<file path="src/rtl/mem_arb_pkg.sv">
// Shared types and constants for the fetch/data memory port arbiter.
package mem_arb_pkg;

    // Arbiter FSM states
    typedef enum logic [1:0] {
        ST_IDLE  = 2'd0,
        ST_GNT_I = 2'd1,
        ST_GNT_D = 2'd2,
        ST_RESP  = 2'd3
    } state_t;

    // Which requester owns (or last owned) the memory
    typedef enum logic {
        SIDE_IF = 1'b0,
        SIDE_D  = 1'b1
    } side_t;

    // Instruction fetches are always full-word transfers
    localparam logic [2:0] MEM_TYPE_WORD = 3'b010;

endpackage

</file>
<file path="src/rtl/mem_arb_perf_counters.sv">
// Free-running 32-bit event counters for the arbiter (grants per side and
// IDLE cycles with both sides pending). Wrap naturally at 2^32.
module mem_arb_perf_counters (
    input  logic        CLK,
    input  logic        Reset,
    input  logic        inc_if,
    input  logic        inc_d,
    input  logic        inc_conf,
    output logic [31:0] cnt_if,
    output logic [31:0] cnt_d,
    output logic [31:0] cnt_conf
);

    // Count one event per cycle on each strobe; cleared by reset
    always_ff @(posedge CLK) begin
        if (Reset) begin
            cnt_if   <= '0;
            cnt_d    <= '0;
            cnt_conf <= '0;
        end else begin
            if (inc_if)   cnt_if   <= cnt_if + 32'd1;
            if (inc_d)    cnt_d    <= cnt_d + 32'd1;
            if (inc_conf) cnt_conf <= cnt_conf + 32'd1;
        end
    end

endmodule

</file>
<file path="src/rtl/mem_port_arbiter.sv">
// Shares one single-port, variable-latency memory between the fetch port and
// the load/store port. Round-robin on conflict, req/ack sequencing to memory,
// one-cycle ready strobes back to the core, and a watchdog that aborts hung
// accesses (TIMEOUT = 0 disables it).
// Optional build macro: MEM_ARB_PERF_EN adds the performance counters;
// without it cnt_if/cnt_d/cnt_conf read as zero.
//
// Handshake: a requester raises its request and holds it with stable fields
// until it sees its ready strobe (one cycle, in RESP); it must drop or change
// the request on the following cycle. Toward memory, m_req stays high with
// stable m_* fields until m_ack is seen for one cycle (m_rdata valid with it)
// or the watchdog aborts; acks outside the grant states are ignored.
module mem_port_arbiter
    import mem_arb_pkg::*;
#(
    parameter int DATA_W  = 32,
    parameter int TIMEOUT = 64
) (
    input  logic              CLK,
    input  logic              Reset,
    input  logic              if_req,
    input  logic [DATA_W-1:0] if_addr,
    output logic [DATA_W-1:0] if_rdata,
    output logic              if_ready,
    input  logic              d_rd_en,
    input  logic              d_wr_en,
    input  logic [DATA_W-1:0] d_addr,
    input  logic [DATA_W-1:0] d_wdata,
    input  logic [2:0]        d_type,
    output logic [DATA_W-1:0] d_rdata,
    output logic              d_ready,
    output logic              err,
    output logic              m_req,
    output logic              m_we,
    output logic [DATA_W-1:0] m_addr,
    output logic [DATA_W-1:0] m_wdata,
    output logic [2:0]        m_type,
    input  logic              m_ack,
    input  logic [DATA_W-1:0] m_rdata,
    output logic [31:0]       cnt_if,
    output logic [31:0]       cnt_d,
    output logic [31:0]       cnt_conf,
    output state_t            fsm_state
);

    // Wide enough to hold TIMEOUT itself; stays legal when TIMEOUT is 0 or 1
    localparam int WD_W = $clog2(TIMEOUT + 2);

    state_t          state;
    side_t           last_gnt;
    logic [WD_W-1:0] wd_cnt;
    logic            d_pend;
    logic            gnt_d;
    logic            gnt_i;
    logic            timeout_hit;

    assign d_pend = d_rd_en | d_wr_en;
    // Data wins unless fetch is also pending and data had the last grant
    assign gnt_d  = (state == ST_IDLE) && d_pend && (!if_req || (last_gnt == SIDE_IF));
    assign gnt_i  = (state == ST_IDLE) && if_req && !gnt_d;
    assign timeout_hit = (TIMEOUT != 0) && (wd_cnt == WD_W'(TIMEOUT));
    assign fsm_state = state;

    // Arbitration FSM with registered memory-side and core-side outputs
    always_ff @(posedge CLK) begin
        if (Reset) begin
            state    <= ST_IDLE;
            last_gnt <= SIDE_IF;
            wd_cnt   <= '0;
            m_req    <= 1'b0;
            m_we     <= 1'b0;
            m_addr   <= '0;
            m_wdata  <= '0;
            m_type   <= '0;
            if_rdata <= '0;
            d_rdata  <= '0;
            if_ready <= 1'b0;
            d_ready  <= 1'b0;
            err      <= 1'b0;
        end else begin
            if_ready <= 1'b0;
            d_ready  <= 1'b0;
            err      <= 1'b0;
            case (state)
                ST_IDLE: begin
                    wd_cnt <= '0;
                    if (gnt_d) begin
                        state    <= ST_GNT_D;
                        last_gnt <= SIDE_D;
                        m_req    <= 1'b1;
                        m_we     <= d_wr_en;   // store wins over a load
                        m_addr   <= d_addr;
                        m_wdata  <= d_wdata;
                        m_type   <= d_type;
                    end else if (gnt_i) begin
                        state    <= ST_GNT_I;
                        last_gnt <= SIDE_IF;
                        m_req    <= 1'b1;
                        m_we     <= 1'b0;
                        m_addr   <= if_addr;
                        m_wdata  <= '0;
                        m_type   <= MEM_TYPE_WORD;
                    end
                end
                ST_GNT_I, ST_GNT_D: begin
                    // An ack in the timeout cycle still completes normally
                    if (m_ack) begin
                        m_req <= 1'b0;
                        state <= ST_RESP;
                        if (state == ST_GNT_I) begin
                            if_rdata <= m_rdata;
                            if_ready <= 1'b1;
                        end else begin
                            d_rdata <= m_rdata;
                            d_ready <= 1'b1;
                        end
                    end else if (timeout_hit) begin
                        m_req <= 1'b0;
                        state <= ST_RESP;
                        err   <= 1'b1;
                        if (state == ST_GNT_I) begin
                            if_rdata <= '0;
                            if_ready <= 1'b1;
                        end else begin
                            d_rdata <= '0;
                            d_ready <= 1'b1;
                        end
                    end else begin
                        wd_cnt <= wd_cnt + 1'b1;
                    end
                end
                ST_RESP: state <= ST_IDLE;
                default: state <= ST_IDLE;
            endcase
        end
    end

`ifdef MEM_ARB_PERF_EN
    logic conf_seen;
    assign conf_seen = (state == ST_IDLE) && if_req && d_pend;

    mem_arb_perf_counters u_perf (
        .CLK      (CLK),
        .Reset    (Reset),
        .inc_if   (gnt_i),
        .inc_d    (gnt_d),
        .inc_conf (conf_seen),
        .cnt_if   (cnt_if),
        .cnt_d    (cnt_d),
        .cnt_conf (cnt_conf)
    );
`else
    assign cnt_if   = '0;
    assign cnt_d    = '0;
    assign cnt_conf = '0;
`endif

endmodule
</file>
<file path="config.mk">
export PLATFORM = sky130hd
export DESIGN_NAME = mem_port_arbiter
export DESIGN_NICKNAME = d
export VERILOG_FILES = /design/src/rtl/mem_arb_pkg.sv /design/src/rtl/mem_arb_perf_counters.sv /design/src/rtl/mem_port_arbiter.sv
export SDC_FILE = /design/constraint.sdc
export NUM_CORES = 1
export LEC_CHECK = 0
export CORE_AREA = 3 3 144 146
export CTS_CLUSTER_SIZE = 12
export DETAILED_ROUTE_END_ITERATION = 10
export DIE_AREA = 0 0 147 149
export PLACE_DENSITY = 0.68
export SLEW_MARGIN = 20
export SYNTH_ARGS = -nofsm -noshare
export SYNTH_HDL_FRONTEND = slang
export SYNTH_SLANG_ARGS = --single-unit
</file>
<file path="constraint.sdc">
create_clock -name CLK -period 3.3 [get_ports CLK]
set_clock_uncertainty 0.2 [all_clocks]
set_input_delay 0.66 -clock CLK [delete_from_list [all_inputs] [get_ports CLK]]
set_output_delay 0.66 -clock CLK [all_outputs]
set_load 0.01 [all_outputs]
</file>
Word-level counts from Yosys, hierarchy flattened --
Cells that the tools add are included. W data, S select, Z words.
Operators by class: bitwise operators 4, $add $sub $neg 1, mux-type cells 37, equality and inequality tests 8, reductions and logical operators 20
Operators with widths (number):
- $mux W32 | 12
- $mux W1 | 14
- $mux W7 | 2
- $pmux W7 S2 | 1
- $reduce_and A3 Y1 | 4
- $mux W2 | 4
- $add A7 B1 Y7 const B | 1
- $eq A7 B7 Y1 const B | 1
- $mux W3 | 2
- $ne A3 B3 Y1 const B | 2
- $pmux W2 S3 | 1
- $reduce_bool A2 Y1 | 3
- $eq A2 B2 Y1 const B | 2
- $logic_and A1 B1 Y1 | 4
- $ne A2 B2 Y1 const B | 2
- $reduce_and A2 Y1 | 2
- $reduce_or A2 Y1 | 2
- $not A1 Y1 | 3
- $reduce_or A3 Y1 | 1
- $eq A2 B1 Y1 const B | 1
- $logic_not A1 Y1 | 2
- $logic_not A2 Y1 | 1
- $pmux W1 S2 | 1
- $logic_or A1 B1 Y1 | 1
- $or A1 B1 Y1 | 1
Storage, ports and cells: bits of input ports 137, flip-flop bits (word level) 146

Logic depth before layout (Yosys ltp) --
depth in word-level cells 8, depth in mapped cells 8

Least setup slack after synthesis --
Ideal clock, no wire load.
path kind register to register, start register state[0] (netlist: fsm_state[0]), end register d_rdata[10], period minus slack after synthesis 2.043 ns, slack 1.257 ns, data required time 3.030 ns, cell stages (with the launch flop) 9, arrival time 1.773 ns, cells stage by stage dfxtp_1 > inv_1 > ha_1 > buf_2 > and3b_1 > a41oi_1 > buf_2 > nand2_1 > a21oi_1
On the way: word-level cells in the longest chain between the ends 3
RTL lines:
- from (decl) | RTL line mem_port_arbiter.sv:49 | state_t state;
- from (signal assigned) | RTL line mem_port_arbiter.sv:67 | state <= ST_IDLE;
- from (signal assigned) | RTL line mem_port_arbiter.sv:88 | state <= ST_GNT_D;
- from (signal assigned) | RTL line mem_port_arbiter.sv:96 | state <= ST_GNT_I;
- $eq A2 B1 Y1 / $eq A2 B2 Y1 (equally long branches) | RTL line mem_port_arbiter.sv:84, mem_port_arbiter.sv:110, mem_port_arbiter.sv:121
- $reduce_or A2 Y1 / $not A1 Y1 (equally long branches)
- $reduce_and A3 Y1 (no line) *
- to (signal assigned) | RTL line mem_port_arbiter.sv:114 | d_rdata <= m_rdata;
- to (decl) | RTL line mem_port_arbiter.sv:30 | output logic [DATA_W-1:0] d_rdata,
Mark *: on every way between the ends. The rest lies on a longest branch, timed or not. A chain may end at the register's enable or synchronous reset.

Final worst setup path --
start input port if_req, end register m_wdata[1]
On the way: word-level cells in the longest chain between the ends 7
RTL lines:
- from (decl) | RTL line mem_port_arbiter.sv:21 | input logic if_req,
- $logic_not A1 Y1 | RTL line mem_port_arbiter.sv:59 | assign gnt_d = (state == ST_IDLE) && d_pend && (!if_req || (last_gnt == SIDE_IF));
- $logic_or A1 B1 Y1 | RTL line mem_port_arbiter.sv:59
- $logic_and A1 B1 Y1 | RTL line mem_port_arbiter.sv:59
- $logic_not A1 Y1 | RTL line mem_port_arbiter.sv:60 | assign gnt_i = (state == ST_IDLE) && if_req && !gnt_d;
- $logic_and A1 B1 Y1 | RTL line mem_port_arbiter.sv:60
- $reduce_bool A2 Y1 (no line)
- $reduce_and A2 Y1 (no line)
- to (signal assigned) | RTL line mem_port_arbiter.sv:93 | m_wdata <= d_wdata;
- to (decl) | RTL line mem_port_arbiter.sv:36 | output logic [DATA_W-1:0] m_wdata,
Parallel ways exist; a longest one is shown, timed or not.

==> out/results.tsv <==
stage	metric	value	unit
job	max cap viols	0	
placed_design	RD Place Congestion	0.753	
synth	dominant synthesized flop cell	dfxtp_1	
sta	Final Slew Violations	0	
die	overall die width	147	um
sta	Tmin final	2530	ps
worst_setup_path	CP endpoint	m_wdata[1]	
clock_network	CTS Sinks	146	
synth	Synth Area in Simple Gates	0.172	
worst_setup_path	Critical path buffers and inverters	2	
synth	sequential fraction of the synthesis area	0.450	
die	Die ar.	0.0219	mm2
hold_path	worst hold start	d_rdata[1]	
die	row cnt	51	
worst_setup_path	Critical Path Stages	6	
global_route	first-pass GRT wire length	30100	um
synth	synthesized cell area	0.00650	mm2
worst_setup_path	Worst Setup SP	if_req	
worst_setup_path	R2R Path Start	fsm_state[1]	
layout	Final Non-Filler Cells	1270	
worst_setup_path	critical path class	in2reg	
clock_network	Post-CTS Resized	0	
synth	largest family of logic cells by synthesized area	simple AND/OR/NAND/NOR gates	
synth	post-synth cell types	44	
die	die height	149	um
power	Worst IR Drop VDD	610	uV
synth	Mapped Cells	747	
detailed_routing	Pre-antenna DRT Iters	4	
global_route	All-Layer GR Usage	0.173	
worst_setup_path	startpoint types	input pin	
synth	Yosys reg bits	146	
detailed_routing	Total Wirelength	19900	um
worst_setup_path	crit-path max cell delay	700	ps
clock_network	clock transition at the registers of the reported paths	60	ps
layout	Nets	1135	
synth	adder-cell share of the synthesized area	0.0116	
clock_network	CTS tree	done	
synth	Synth Area in Compound Gates	0.159	
clock_network	CTS buffer count	17	
clock_network	Post-CTS Setup Inserts	0	
sta	Worst-Margin Slew	826	ps
sta	Fin. Hold Viols	0	
layout	share of post-route cells with drive strength above 1	0.0627	
sta	FMAX	0.395	GHz
worst_setup_path	crit-path leading delay family	simple AND/OR/NAND/NOR gates	
hold_path	HP Class	reg2reg	
clock_network	CTS Hold Bufs	0	
sta	RSZ-0062 raised after global routing	false	
global_route	Overflow after GRT	0	
power	Pwr per Cell Area	774	mW/mm2
worst_setup_path	worst reg-to-reg path cell count	8	
worst_setup_path	critical path fanouts, max	15	
sta	relative slew slack	0.445	
die	io pins	371	
clock_network	clock buffer depth	2	
clock_network	CTS root buf	clkbuf_16	
die	core box area	0.0195	mm2
worst_setup_path	slowest CP cell	nor3_1	
worst_setup_path	RR Endpoint	d_rdata[22]	
clock_network	later-pin clock latency in the skew report	420	ps
synth	Async S/R FF share, synth	0	
clock_network	H-tree Lvls	4	
die	initial core utilization	0.333	
layout	diodes inserted	0	
global_route	largest net degree at the start of global routing	73	
detailed_routing	routed len/inst	15.7	um
worst_setup_path	Worst Path Required	3440	ps
global_route	vias in the first global route	5595	
worst_setup_path	flop2flop setup slack	940	ps
sta	fin worst setup slack	768	ps
detailed_routing	drt via density	4.66	
status	outcome	finished, final reports clean	
detailed_routing	Remaining DRCs	0	
power	leakage	3.71	nW
global_route	initial antenna violation count	0	
synth	Avg Inst Size Synth	8.70	um2
worst_setup_path	WP data arrival	2670	ps
detailed_routing	final antenna-violating net count	0	
synth	yosys warns	0	
sta	crit share post-route	0.767	
synth	mux contribution to synthesized area	0.0508	
placed_design	hpwl dp	14500	um
detailed_routing	Starting DRT DRC Count	326	
placed_design	cell count after placement	1238	
sta	TNS Setup	0	ps
layout	Synth-to-Final Area Change	48.7	%
placed_design	Area after DPL	0.00909	mm2
synth	number of synthesized flops with an enable pin	0	
sta	Setup violations, final	0	
placed_design	pre-CTS WS	389	ps
worst_setup_path	cells along the critical path	clkdlybuf4s50_1 -> nor3_1 -> nand2b_1 -> buf_4 -> a22oi_1 -> nor2_1	
synth	XOR/XNOR share of the synthesized area	0	
worst_setup_path	CP endpoint kind	register	
layout	Final Cell Area	0.00967	mm2
detailed_routing	via count	5923	
placed_design	I/O Buffers	274	
## cell families after synthesis
family,after synthesis
compound gates,160
flops,146
fa+ha+maj,6
simple gates,235
buf+inv,166
mux,33
other cells,1
## flip-flops by register name, summed over array words and instances, names as in the netlist
name       cells
wd_cnt         7
last_gnt       1
m_wdata       32
d_ready        1
m_req          1
err            1
m_addr        32
if_rdata      32
d_rdata       32
m_type         3
m_we           1
if_ready       1
fsm_state      2
## metal layers
metal | up-vias | track usage | wire length [um]
li1 | 2927 | - | -
met1 | 2713 | 0.194 | 7680
met2 | 271 | 0.307 | 10000
met3 | 12 | 0.0668 | 2000
met4 | 0 | 0.0499 | 199
met5 | - | 0 | 0
## worst min-delay path by stage
stage	to	slack (ps)	cells past startpoint
final	d_rdata[1]	250	2
after global routing	if_rdata[31]	270	2
after CTS	d_rdata[17]	250	2
after detailed placement	d_rdata[17]	250	2
after global placement	if_rdata[30]	240	2
after floorplan	wd_cnt[5]	240	1
## cell usage in the layout, fill, tap and decap left out, types with 2 or more instances in the layout
cell and count:
nor2_1 71, mux2i_1 33, inv_6 5, a21o_1 2, a41oi_2 2, o32ai_1 2, o21ai_1 3, clkdlybuf4s50_1 272
inv_1 6, a22oi_1 35, inv_8 2, nor3_1 3, clkbuf_16 17, clkinv_4 4, o21ai_0 3, dfxtp_1 146
conb_1 96, or2_2 2, nand2b_1 3, nand3_1 2, nand4_1 65, a21oi_1 71, ha_1 5, buf_4 16
nand2_1 78, a211oi_1 32, o22ai_1 2
## stage by stage
step	total power [mW]	util	hold slack (ps)
2_1_floorplan	4.34	-	236
3_3_place_gp	5.64	0.466	241
3_5_place_dp	5.66	0.466	246
4_1_cts	7.59	0.495	254
5_1_grt	7.98	0.495	269
6_report	7.49	0.495	253
## cell usage after synthesis (15+ instances only)
master | number | area share
nor2_1 | 71 | 0.041
clkbuf_1 | 40 | 0.023
a211oi_1 | 32 | 0.037
buf_2 | 15 | 0.012
nand4_1 | 65 | 0.063
dfxtp_1 | 146 | 0.45
mux2i_1 | 33 | 0.051
buf_4 | 99 | 0.11
nand2_1 | 78 | 0.045
a21oi_1 | 71 | 0.055
a22oi_1 | 35 | 0.040
## layout make-up
cell class	count	area [um2]
clock inverter	14	144
timing repair buffer	290	2870
sequential	146	2920
multi-input combinational	530	2940
inverter	7	26.3
fill	1849	9860
clock buffer	18	429
tap	265	332
## report_power, final
group	internal, mW	leakage, nW	switching, mW	total (mW)
Sequential	2.15	1.19	0.199	2.35
Clock	1.06	0.280	0.818	1.88
Combinational	1.44	2.23	1.80	3.25
## worst reg2reg max path, stage by stage (launching register included)
cell	delay (ps)
dfxtp_1	330
inv_1	110
ha_1	220
buf_4	390
and3b_1	240
a41oi_2	140
buf_4	370
nand2_1	130
a21oi_1	160
No activity file was read; power rests on OpenSTA's default activity.
